--- src/rtl/note_phase_counter_pkg.sv ---
// Shared constants and types for the note phase oscillator.
package synth_pkg;

  localparam int unsigned PHASE_W            = 16;
  localparam int unsigned SAMPLE_DIV_DEFAULT = 256;

  // Octave-0 periods (C1..B1) in sample ticks
  localparam logic [PHASE_W-1:0] NOTE_PERIOD [12] = '{
    16'd1433, 16'd1353, 16'd1277, 16'd1205, 16'd1138, 16'd1074,
    16'd1014, 16'd957,  16'd903,  16'd852,  16'd804,  16'd759
  };

  typedef struct packed {
    logic [3:0] idx;
    logic [2:0] oct;
  } note_t;

  function automatic logic note_legal(input note_t n);
    return (n.idx <= 4'd11) && (n.oct != 3'd7);
  endfunction

  function automatic logic [PHASE_W-1:0] note_period(input note_t n);
    if (n.idx > 4'd11) return '0;
    return NOTE_PERIOD[n.idx] >> n.oct;
  endfunction

endpackage

--- src/rtl/note_phase_counter_if.sv ---
// Note request / phase output bundle between the oscillator and its neighbours.
interface note_phase_counter_if;
  import synth_pkg::*;

  logic               note_valid;
  logic [3:0]         note_idx;
  logic [2:0]         octave;
  logic               gate;
  logic [PHASE_W-1:0] count;
  logic [PHASE_W-1:0] divider;
  logic               flag;
  logic               wrap;

  modport master (
    output note_valid, note_idx, octave, gate,
    input  count, divider, flag, wrap
  );

  modport slave (
    input  note_valid, note_idx, octave, gate,
    output count, divider, flag, wrap
  );
endinterface

--- src/rtl/note_phase_counter_sample_tick_gen.sv ---
// Sample-rate prescaler: tick is high for one cycle out of every SAMPLE_DIV.
module sample_tick_gen
  import synth_pkg::*;
#(
  parameter int unsigned SAMPLE_DIV = SAMPLE_DIV_DEFAULT
) (
  input  logic clk,
  input  logic rst,
  output logic tick
);

  localparam int unsigned     CNT_W = $clog2(SAMPLE_DIV);
  localparam logic [CNT_W-1:0] LAST = CNT_W'(SAMPLE_DIV - 1);

  logic [CNT_W-1:0] r_tick_cnt;

  always_ff @(posedge clk) begin
    if (rst)                     r_tick_cnt <= '0;
    else if (r_tick_cnt == LAST) r_tick_cnt <= '0;
    else                         r_tick_cnt <= r_tick_cnt + CNT_W'(1);
  end

  assign tick = (r_tick_cnt == LAST);

endmodule

--- src/rtl/note_phase_counter.sv ---
// Per-note phase counter: latches note requests, advances phase once per sample tick.
module note_phase_counter
  import synth_pkg::*;
#(
  parameter int unsigned SAMPLE_DIV = SAMPLE_DIV_DEFAULT
) (
  input  logic                 clk,
  input  logic                 rst,
  note_phase_counter_if.slave  bus
);

  logic               w_tick;
  note_t              w_note;
  logic               w_req_ok;
  logic [PHASE_W-1:0] w_req_period;
  logic [PHASE_W-1:0] w_count_inc;

  logic [PHASE_W-1:0] r_pending;
  logic [PHASE_W-1:0] r_count;
  logic [PHASE_W-1:0] r_divider;
  logic               r_flag;
  logic               r_wrap;

  sample_tick_gen #(.SAMPLE_DIV(SAMPLE_DIV)) u_tick (
    .clk  (clk),
    .rst  (rst),
    .tick (w_tick)
  );

  always_comb begin
    w_note       = {bus.note_idx, bus.octave};
    w_req_ok     = bus.note_valid && note_legal(w_note);
    w_req_period = note_period(w_note);
    w_count_inc  = r_count + PHASE_W'(1);
  end

  // The tick update reads the old pending value, so a request in the tick cycle lands a tick later
  always_ff @(posedge clk) begin
    if (rst)           r_pending <= NOTE_PERIOD[0];
    else if (w_req_ok) r_pending <= w_req_period;
  end

  always_ff @(posedge clk) begin
    if (rst) begin
      r_count   <= '0;
      r_divider <= NOTE_PERIOD[0];
      r_flag    <= 1'b0;
      r_wrap    <= 1'b0;
    end else begin
      r_flag <= w_tick;
      r_wrap <= 1'b0;
      if (w_tick) begin
        if (!bus.gate || (r_pending != r_divider)) begin
          r_count   <= '0;
          r_divider <= r_pending;
          r_wrap    <= 1'b1;
        end else if (w_count_inc == r_divider) begin
          r_count <= '0;
          r_wrap  <= 1'b1;
        end else begin
          r_count <= w_count_inc;
        end
      end
    end
  end

  assign bus.count   = r_count;
  assign bus.divider = r_divider;
  assign bus.flag    = r_flag;
  assign bus.wrap    = r_wrap;

endmodule

--- src/flat_wrapper.sv ---
// flat-port wrapper written by rule: the top's interface ports become plain ports
module note_phase_counter_flat import synth_pkg::*;
#(
  parameter int unsigned SAMPLE_DIV = SAMPLE_DIV_DEFAULT
)
  (clk, rst, bus_note_valid, bus_note_idx, bus_octave, bus_gate, bus_count, bus_divider, bus_flag, bus_wrap);
  note_phase_counter_if bus_i ();
  input  logic clk;
  input  logic rst;
  input wire logic [$bits(bus_i.note_valid)-1:0] bus_note_valid;
  input wire logic [$bits(bus_i.note_idx)-1:0] bus_note_idx;
  input wire logic [$bits(bus_i.octave)-1:0] bus_octave;
  input wire logic [$bits(bus_i.gate)-1:0] bus_gate;
  output wire logic [$bits(bus_i.count)-1:0] bus_count;
  output wire logic [$bits(bus_i.divider)-1:0] bus_divider;
  output wire logic [$bits(bus_i.flag)-1:0] bus_flag;
  output wire logic [$bits(bus_i.wrap)-1:0] bus_wrap;
  assign bus_i.note_valid = bus_note_valid;
  assign bus_i.note_idx = bus_note_idx;
  assign bus_i.octave = bus_octave;
  assign bus_i.gate = bus_gate;
  assign bus_count = bus_i.count;
  assign bus_divider = bus_i.divider;
  assign bus_flag = bus_i.flag;
  assign bus_wrap = bus_i.wrap;
  note_phase_counter #(.SAMPLE_DIV(SAMPLE_DIV)) u_core (.clk(clk), .rst(rst), .bus(bus_i));
endmodule
--- config.mk ---
export PLATFORM = sky130hd
export DESIGN_NAME = note_phase_counter_flat
export DESIGN_NICKNAME = d
export VERILOG_FILES = /design/src/rtl/note_phase_counter_pkg.sv /design/src/rtl/note_phase_counter_if.sv /design/src/rtl/note_phase_counter_sample_tick_gen.sv /design/src/rtl/note_phase_counter.sv /design/src/flat_wrapper.sv
export SDC_FILE = /design/constraint.sdc
export NUM_CORES = 1
export LEC_CHECK = 0
export ABC_AREA = 1
export CAP_MARGIN = 0
export CORE_MARGIN = 1.5
export CORE_UTILIZATION = 45
export DETAILED_ROUTE_END_ITERATION = 8
export GPL_ROUTABILITY_DRIVEN = 0
export GPL_TIMING_DRIVEN = 0
export PLACE_DENSITY = 0.69
export SYNTH_ARGS = -nofsm -noshare
export SYNTH_HDL_FRONTEND = slang
export SYNTH_SLANG_ARGS = --single-unit
--- constraint.sdc ---
create_clock -name clk -period 3.2 [get_ports clk]
set_input_delay 0.64 -clock clk [delete_from_list [all_inputs] [get_ports clk]]
set_output_delay 0.64 -clock clk [all_outputs]
set_load 0.1 [all_outputs]
==> impl_metrics.toml, run 1 <==
[global_route]
grt_pass1_vias = 2959
grt_usage_pct = 21.9
antenna_found_initial = 0
grt_pass1_wl_um = 13500
grt_max_degree = 16
overflow = 0

[cts]
clock_latency_ns = 0.31
postCtsSetupBuffers = 0
cts_buffer_depth = 2
cts_tree = "built"
root_buffer = "clkbuf_8"
post_cts_resized = 0
cts_hold_buf = 0
cts.sinks = 48
clk_pin_slew_ns = 0.10
cts_made_buffers = 5
htreeDepth = 2

[routing]
m1WireLength_um = 3790
wl_met2_um = 3780
vias_per_cell = 5.10
ant_nets = 0
dr_wl_met3_um = 535
firstDrtPassIters = 5
postRouteWirelength_um = 8210
highest_layer = "met4"
wl_per_cell_um = 12.6
vias = 3308
drt_iter0_markers = 221
drcViolationCount = 0

[critical_path]
crit_slowest_cell = "clkdlybuf4s50_1"
path_max_fanout = 7
cp_num_buf_inv = 1
crit_path_start_kind = "register"
cp_data_required_time_ns = 2.56
critical_path_class = "register to output pin"
cp.arrival_ns = 2.03
critical_path.top_delay_family = "buffers and inverters"
endpoint_kind = "output pin"
max_stage_delay_ns = 1.20
timing.critical_path.cells = "clkdlybuf4s50_1"

[die]
core_um2 = 6870
dieArea_um2 = 7670
die_height_um = 87.6
initial_core_util_pct = 46.9
io_pins = 45
rows = 30
die_x_um = 87.6

[yosys]
synth_top_cell_by_area = "dfxtp_1"
synth_most_common_cell = "nand2_1"
postSynthAreaPerCell_um2 = 6.40
synth_cell_types = 36
synth_top_area_share_pct = 29.8
yosysSeqAreaShare_pct = 29.8
synth_seq_cells = 48
syn_area_um2 = 3220
async_flop_share_pct = 0
yosysWarnings = 0
syn-instance-count = 503
ys_top_cells_by_area = "dfxtp_1, nand2_1, nand3_1"
synth_common_cells = "nand2_1, inv_1, nor2_1"
synth_edf_count = 0
synth_ff_type = "dfxtp_1"

[sta]
fmax_mhz = 374
hold_violations = 0
fin_crit_ns = 2.67
slew_viol_final = 0
tns_ns = 0
grt_setup_unrepaired = "false"
fin_skew_ns = 0.0157
finalSetupViolations = 0
tightest_slew_ns = 0.976
period_share_pct = 83.5
slew_headroom_pct = 34.8

[min_path]
hold_class = "register to register"

[finish]
multi_input_area_um2 = 1940
nFillCells = 697
drive_gt1_share_pct = 10.3
n_antenna_cell = 0
nets = 569
area_delta_synth_final_pct = 19.0
regArea_um2 = 961

[power_and_ir_drop]
power_density_nw_per_um2 = 314
p_total_mw = 1.20
ir_worst_vdd_uv = 237
leakagePower_nw = 1.72

[place]
io_buffers = 38
dp_hpwl_um = 6390

[outcome]
status = "finished, final reports clean"

[run]
maxCapViolCount = 0
[sequential cells by signal (all words and copies together) (netlist names)]
| name | cells |
|---|---|
| u_core.bus.wrap | 1 |
| u_core.r_pending | 11 |
| u_core.bus.divider | 11 |
| u_core.u_tick.r_tick_cnt | 8 |
| u_core.bus.flag | 1 |
| u_core.bus.count | 16 |
[worst paths after layout]
kind	from	end	slack (ns)	cells after the start
max	u_core.bus.count[5]	bus_count[5]	0.53	1
min	u_core.u_tick.r_tick_cnt[0]	u_core.u_tick.r_tick_cnt[0]	0.45	1
max reg2reg	u_core.bus.count[0]	u_core.bus.count[4]	1.06	13
min reg2reg	u_core.u_tick.r_tick_cnt[0]	u_core.u_tick.r_tick_cnt[0]	0.45	1
[kinds of logic after synthesis]
kind of cell | Yosys count | synth area share [%]
fa+ha+maj | 6 | 2.33
compound gates | 73 | 13.2
mux | 1 | 0.311
buf+inv | 78 | 10.4
other cells | 1 | 0.116
xor+xnor | 7 | 2.33
simple gates | 289 | 41.5
flops | 48 | 29.8
[stage by stage]
| stage | util (%) | instances | hold WS (ns) | setup slack (ns) | cell area (µm²) |
|---|---|---|---|---|---|
| 6_report | 55.8 | 649 | 0.454 | 0.529 | 3830 |
| 4_1_cts | 55.8 | 649 | 0.455 | 0.523 | 3830 |
| 3_5_place_dp | 54.4 | 641 | 0.441 | 0.644 | 3730 |
| 5_1_grt | 55.8 | 649 | 0.483 | 0.476 | 3830 |
| 3_3_place_gp | 54.4 | 641 | 0.429 | 0.644 | 3730 |
| 2_1_floorplan | - | 507 | 0.418 | 0.574 | 3230 |
[placed cells by master (no fill, tap or decap), types with 4 or more instances in the layout]
master,synthesis,final
ha_1,6,6
inv_2,5,5
o21ai_0,27,27
nand2_1,145,145
dfxtp_1,48,48
nor2_1,50,50
clkbuf_8,1,7
nand3_1,43,43
nor2_2,8,8
buf_4,6,6
clkdlybuf4s50_1,0,38
nor3_1,6,6
a21oi_1,24,24
or2_2,6,6
a22oi_1,4,4
xor2_1,4,4
inv_1,57,57
o211ai_1,10,10
conb_1,1,5
clkbuf_1,5,5
nand3_2,11,11
nand4_1,11,11
[power breakdown]
part / internal, mW / total [mW] / leakage (nW) / switching, mW
logic: 0.0619 / 0.184 / 1.29 / 0.123
registers: 0.611 / 0.623 / 0.390 / 0.0116
clock network: 0.176 / 0.397 / 0.0434 / 0.222
total: 0.848 / 1.20 / 1.72 / 0.356
[cell type report]
type | instances | share of cell area (%)
multi-input cells | 381 | 50.6
flip-flops and latches | 48 | 25.1
repair buffers | 38 | 9.92
inverters | 63 | 6.17
well taps | 96 | 3.13
plain buffers | 15 | 2.58
clock buffers | 6 | 2.15
clock inverters | 2 | 0.392
[layer usage]
layer / track usage [%] / up-vias
met3: 2.64 / 10
met2: 36.1 / 106
li1: - / 1720
met4: 5.77 / 0
met1: 30.4 / 1472
met5: 0 / -
Power figures use the tool's default switching activity.
==> inputs of run 2 (changes only) <==
==> constraint.sdc (replaced) <==
create_clock -name clk -period 2.6 [get_ports clk]
set_input_delay 0.52 -clock clk [delete_from_list [all_inputs] [get_ports clk]]
set_output_delay 0.52 -clock clk [all_outputs]
set_load 0.1 [all_outputs]
==> impl_metrics.toml, run 2 (synthesized netlist as in run 1, its figures left out) <==
[finish]
stdcell_area_um2 = 3870
layout_commonest_cell = "nand2_1"
drive_gt1_share_pct = 10.5
utilization_pct = 56.3
final_cells = 648
largest_reg_flops = 16
area_delta_synth_final_pct = 20.2
nets = 569
final_cell_mix = "nand2_1, inv_1, nor2_1"
n_antenna_cell = 0

[die]
die_x_um = 87.6
initial_core_util_pct = 46.9
core_um2 = 6870
die_height_um = 87.6
io_pins = 45
dieArea_um2 = 7670
rows = 30

[sta]
whs_ns = 0.463
grt_setup_unrepaired = "false"
slew_viol_final = 0
tightest_slew_ns = 0.977
slew_headroom_pct = 34.7
finalSetupViolations = 0
setup_slack_ns = 0.0742
fmax_mhz = 396
tns_ns = 0
period_share_pct = 97.1
fin_skew_ns = 0.0159
hold_violations = 0
fin_crit_ns = 2.53

[routing]
highest_layer = "met4"
dr_wl_met3_um = 372
drt_iter0_markers = 174
ant_nets = 0
firstDrtPassIters = 4
drcViolationCount = 0
postRouteWirelength_um = 8140
wl_met2_um = 3980
wl_per_cell_um = 12.6
vias = 3346
vias_per_cell = 5.16
m1WireLength_um = 3640

[global_route]
grt_usage_pct = 21.5
grt_pass1_wl_um = 12900
grt_pass1_vias = 2886
overflow = 0
grt_max_degree = 15
antenna_found_initial = 0

[critical_path]
max_stage_delay_ns = 1.19
startpoint = "u_core.bus.count[3]"
reg2reg_depth = 11
cp.arrival_ns = 2.01
critical_path.top_delay_family = "buffers and inverters"
path_max_fanout = 6
cp_data_required_time_ns = 2.08
critical_path_class = "register to output pin"
timing.critical_path.cells = "clkdlybuf4s50_1"
endpoint_kind = "output pin"
path_depth = 1
cp_num_buf_inv = 1
crit_slowest_cell = "clkdlybuf4s50_1"
crit_path_start_kind = "register"
r2r-start = "u_core.u_tick.r_tick_cnt[0]"

[cts]
clock_latency_ns = 0.31
cts_hold_buf = 0
cts_buffer_depth = 2
cts.sinks = 48
htreeDepth = 2
root_buffer = "clkbuf_8"
cts_made_buffers = 5
clk_pin_slew_ns = 0.09
cts_tree = "built"
postCtsSetupBuffers = 0
post_cts_resized = 0

[power_and_ir_drop]
ir_worst_vdd_uv = 245
internal-power_mw = 1.21
leakagePower_nw = 1.76
sw_frac_of_total_pct = 25.6
p_sw_uw = 415
seqPwrFrac_pct = 47.2
p_total_mw = 1.62
pwr-share-comb_pct = 14.1
p_clk_share_pct = 38.7
power_density_nw_per_um2 = 419

[min_path]
hold_class = "register to register"
min_path_cells = 1
hp-start = "u_core.u_tick.r_tick_cnt[0]"

[place]
dp_hpwl_um = 6430
placed_cells = 641
dp_slack_ns = 0.182
io_buffers = 38
post_dp_cell_area_um2 = 3740

[run]
maxCapViolCount = 0

[outcome]
status = "finished, final reports clean"
run 2: cell types whose count changed in the layout (fill, tap and decap cells not counted), sizes merged:
cell / delta
clkinvlp: -2
clkbuf: -1
clkdlybuf4s50: -1
dlymetal6s2s: +1
bufinv: +2
run 2: final timing paths:
path | slack [ns] | endpoint
max | 0.07 | bus_count[3]
min | 0.46 | u_core.u_tick.r_tick_cnt[0]
max reg2reg | 0.61 | u_core.bus.divider[4]
min reg2reg | 0.46 | u_core.u_tick.r_tick_cnt[0]
run 2: cell type report:
| class | instances | area (µm²) |
|---|---|---|
| Tap cell | 96 | 120 |
| Fill cell | 706 | 3000 |
| Multi-Input combinational cell | 381 | 1940 |
| Clock inverter | 2 | 60.1 |
| Sequential cell | 48 | 963 |
| Inverter | 63 | 236 |
| Buffer | 15 | 98.8 |
| Timing Repair Buffer | 38 | 383 |
| Clock buffer | 5 | 68.8 |
run 2: layer usage:
layer  vias up  global-route usage (%)
met1      1527                    26.6
li1       1718                       -
met5         -                       0
met3        13                    4.05
met4         0                    7.50
met2        88                    37.3
run 2: worst register-to-register path, cell delays in order, from the launching register on:
cell      delay (ns)
dfxtp_1         0.36
ha_1            0.17
nand2_1         0.07
nor3_1          0.21
nand2_1         0.09
inv_2           0.07
nand2_2         0.12
inv_2           0.16
o21ai_1         0.20
buf_2           0.25
nand2_1         0.08
o211ai_1        0.08
run 2: power groups by stage:
stage          combinational, mW  clock [mW]  sequential [mW]
2_1_floorplan              0.173           0            0.778
3_3_place_gp               0.223           0            0.782
3_5_place_dp               0.226           0            0.783
4_1_cts                    0.227       0.637            0.765
5_1_grt                    0.253       0.678            0.768
6_report                   0.229       0.627            0.765
==> inputs of run 3 (changes only) <==
--- a/config.mk
+++ b/config.mk
@@ -8,11 +8,11 @@
 export ABC_AREA = 1
 export CAP_MARGIN = 0
 export CORE_MARGIN = 1.5
-export CORE_UTILIZATION = 45
+export CORE_UTILIZATION = 53
 export DETAILED_ROUTE_END_ITERATION = 8
 export GPL_ROUTABILITY_DRIVEN = 0
 export GPL_TIMING_DRIVEN = 0
-export PLACE_DENSITY = 0.69
+export PLACE_DENSITY = 0.79
 export SYNTH_ARGS = -nofsm -noshare
 export SYNTH_HDL_FRONTEND = slang
 export SYNTH_SLANG_ARGS = --single-unit
==> impl_metrics.toml, run 3 (synthesized netlist as in run 1, its figures left out) <==
[sta]
fmax_mhz = 397
fin_crit_ns = 2.52
fin_skew_ns = 0.0129
slew_viol_final = 0
period_share_pct = 96.8
whs_ns = 0.460
slew_headroom_pct = 34.8
tightest_slew_ns = 0.974
grt_setup_unrepaired = "false"
setup_slack_ns = 0.0830
tns_ns = 0
finalSetupViolations = 0
hold_violations = 0

[finish]
nets = 569
regArea_um2 = 963
layout_commonest_cell = "nand2_1"
largest_reg_flops = 16
multi_input_area_um2 = 1940
final_cells = 628
area_delta_synth_final_pct = 19.0
drive_gt1_share_pct = 10.7
final_cell_mix = "nand2_1, inv_1, nor2_1"
stdcell_area_um2 = 3830
n_antenna_cell = 0
utilization_pct = 65.1
nFillCells = 524

[cts]
root_buffer = "clkbuf_8"
cts_made_buffers = 5
cts_hold_buf = 0
cts_buffer_depth = 2
cts_tree = "built"
cts.sinks = 48
htreeDepth = 2
clock_latency_ns = 0.31
post_cts_resized = 0
clk_pin_slew_ns = 0.09
postCtsSetupBuffers = 0

[routing]
firstDrtPassIters = 5
vias = 3329
drcViolationCount = 0
wl_per_cell_um = 12.8
postRouteWirelength_um = 8020
ant_nets = 0
vias_per_cell = 5.30
drt_iter0_markers = 170

[place]
io_buffers = 38
placed_cells = 620
dp_slack_ns = 0.141
dp_hpwl_um = 6240
post_dp_cell_area_um2 = 3710

[critical_path]
worstReg2RegEnd = "u_core.bus.divider[3]"
critical_path.top_delay_family = "buffers and inverters"
max_stage_delay_ns = 1.19
reg2reg_slack_ns = 0.58
cp.arrival_ns = 2.00
endpoint_kind = "output pin"
path_depth = 1
cp_num_buf_inv = 1
reg2reg_depth = 11
critical_path_class = "register to output pin"
cp_data_required_time_ns = 2.08
startpoint = "u_core.bus.count[5]"
cp-endpoint = "bus_count[5]"
path_max_fanout = 7
timing.critical_path.cells = "clkdlybuf4s50_1"
r2r-start = "u_core.u_tick.r_tick_cnt[0]"
crit_slowest_cell = "clkdlybuf4s50_1"
crit_path_start_kind = "register"

[die]
die_height_um = 80.9
io_pins = 45
die_x_um = 80.9
initial_core_util_pct = 54.7
dieArea_um2 = 6550
rows = 28
core_um2 = 5890

[min_path]
hold_class = "register to register"

[global_route]
overflow = 0
antenna_found_initial = 0
grt_pass1_wl_um = 13300
grt_max_degree = 16
grt_usage_pct = 25.5
grt_pass1_vias = 3047

[run]
maxCapViolCount = 0

[power_and_ir_drop]
power_density_nw_per_um2 = 412
ir_worst_vdd_uv = 285
leakagePower_nw = 1.74
p_total_mw = 1.58

[outcome]
status = "finished, final reports clean"
==> run 3: cell types whose count changed in the layout (fill, tap and decap cells not counted), sizes merged <==
| cell | delta |
|---|---|
| clkbuf | +1 |
| dlymetal6s2s | -1 |
| clkinv | +1 |
| bufinv | -1 |
| clkdlybuf4s50 | +1 |
==> run 3: per-layer routing <==
layer,vias up,GRT usage (%),wire [µm]
met5,-,0,0
met4,0,10.5,199
met3,16,3.71,377
met2,104,45.7,3910
met1,1490,30.1,3530
li1,1719,-,-
==> run 3: how the worst min path moves through the flow <==
stage                                     start                          end  slack, ns  depth (start not counted)
floorplan           u_core.u_tick.r_tick_cnt[0]  u_core.u_tick.r_tick_cnt[0]       0.42                          1
global placement    u_core.u_tick.r_tick_cnt[0]  u_core.u_tick.r_tick_cnt[0]       0.43                          1
detailed placement  u_core.u_tick.r_tick_cnt[0]  u_core.u_tick.r_tick_cnt[0]       0.44                          1
CTS                 u_core.u_tick.r_tick_cnt[0]  u_core.u_tick.r_tick_cnt[0]       0.46                          1
global route                u_core.bus.count[1]          u_core.bus.count[1]       0.50                          2
finish              u_core.u_tick.r_tick_cnt[0]  u_core.u_tick.r_tick_cnt[0]       0.46                          1
==> run 3: worst register-to-register path, stage by stage (launching register included) <==
cell      delay, ns
dfxtp_1        0.37
ha_1           0.17
nand2_1        0.07
nor3_1         0.27
nand2_1        0.10
inv_2          0.08
nand2_2        0.11
inv_2          0.14
o21ai_1        0.19
buf_2          0.25
nand2_1        0.08
o211ai_1       0.07
==> run 3: report_power, final <==
part	switching, mW	internal, mW	leakage, nW
sequential	0.0143	0.752	0.391
clock	0.267	0.315	0.0614
combinational	0.155	0.0762	1.29
total	0.437	1.14	1.74
==> run 3: layout make-up <==
cell class,instances,area share (%)
inverter,63,6.17
sequential,48,25.1
clock inverter,2,1.01
clock buffer,6,2.15
multi-input combinational,381,50.6
buffer,15,2.58
timing repair buffer,38,9.92
tap,75,2.45
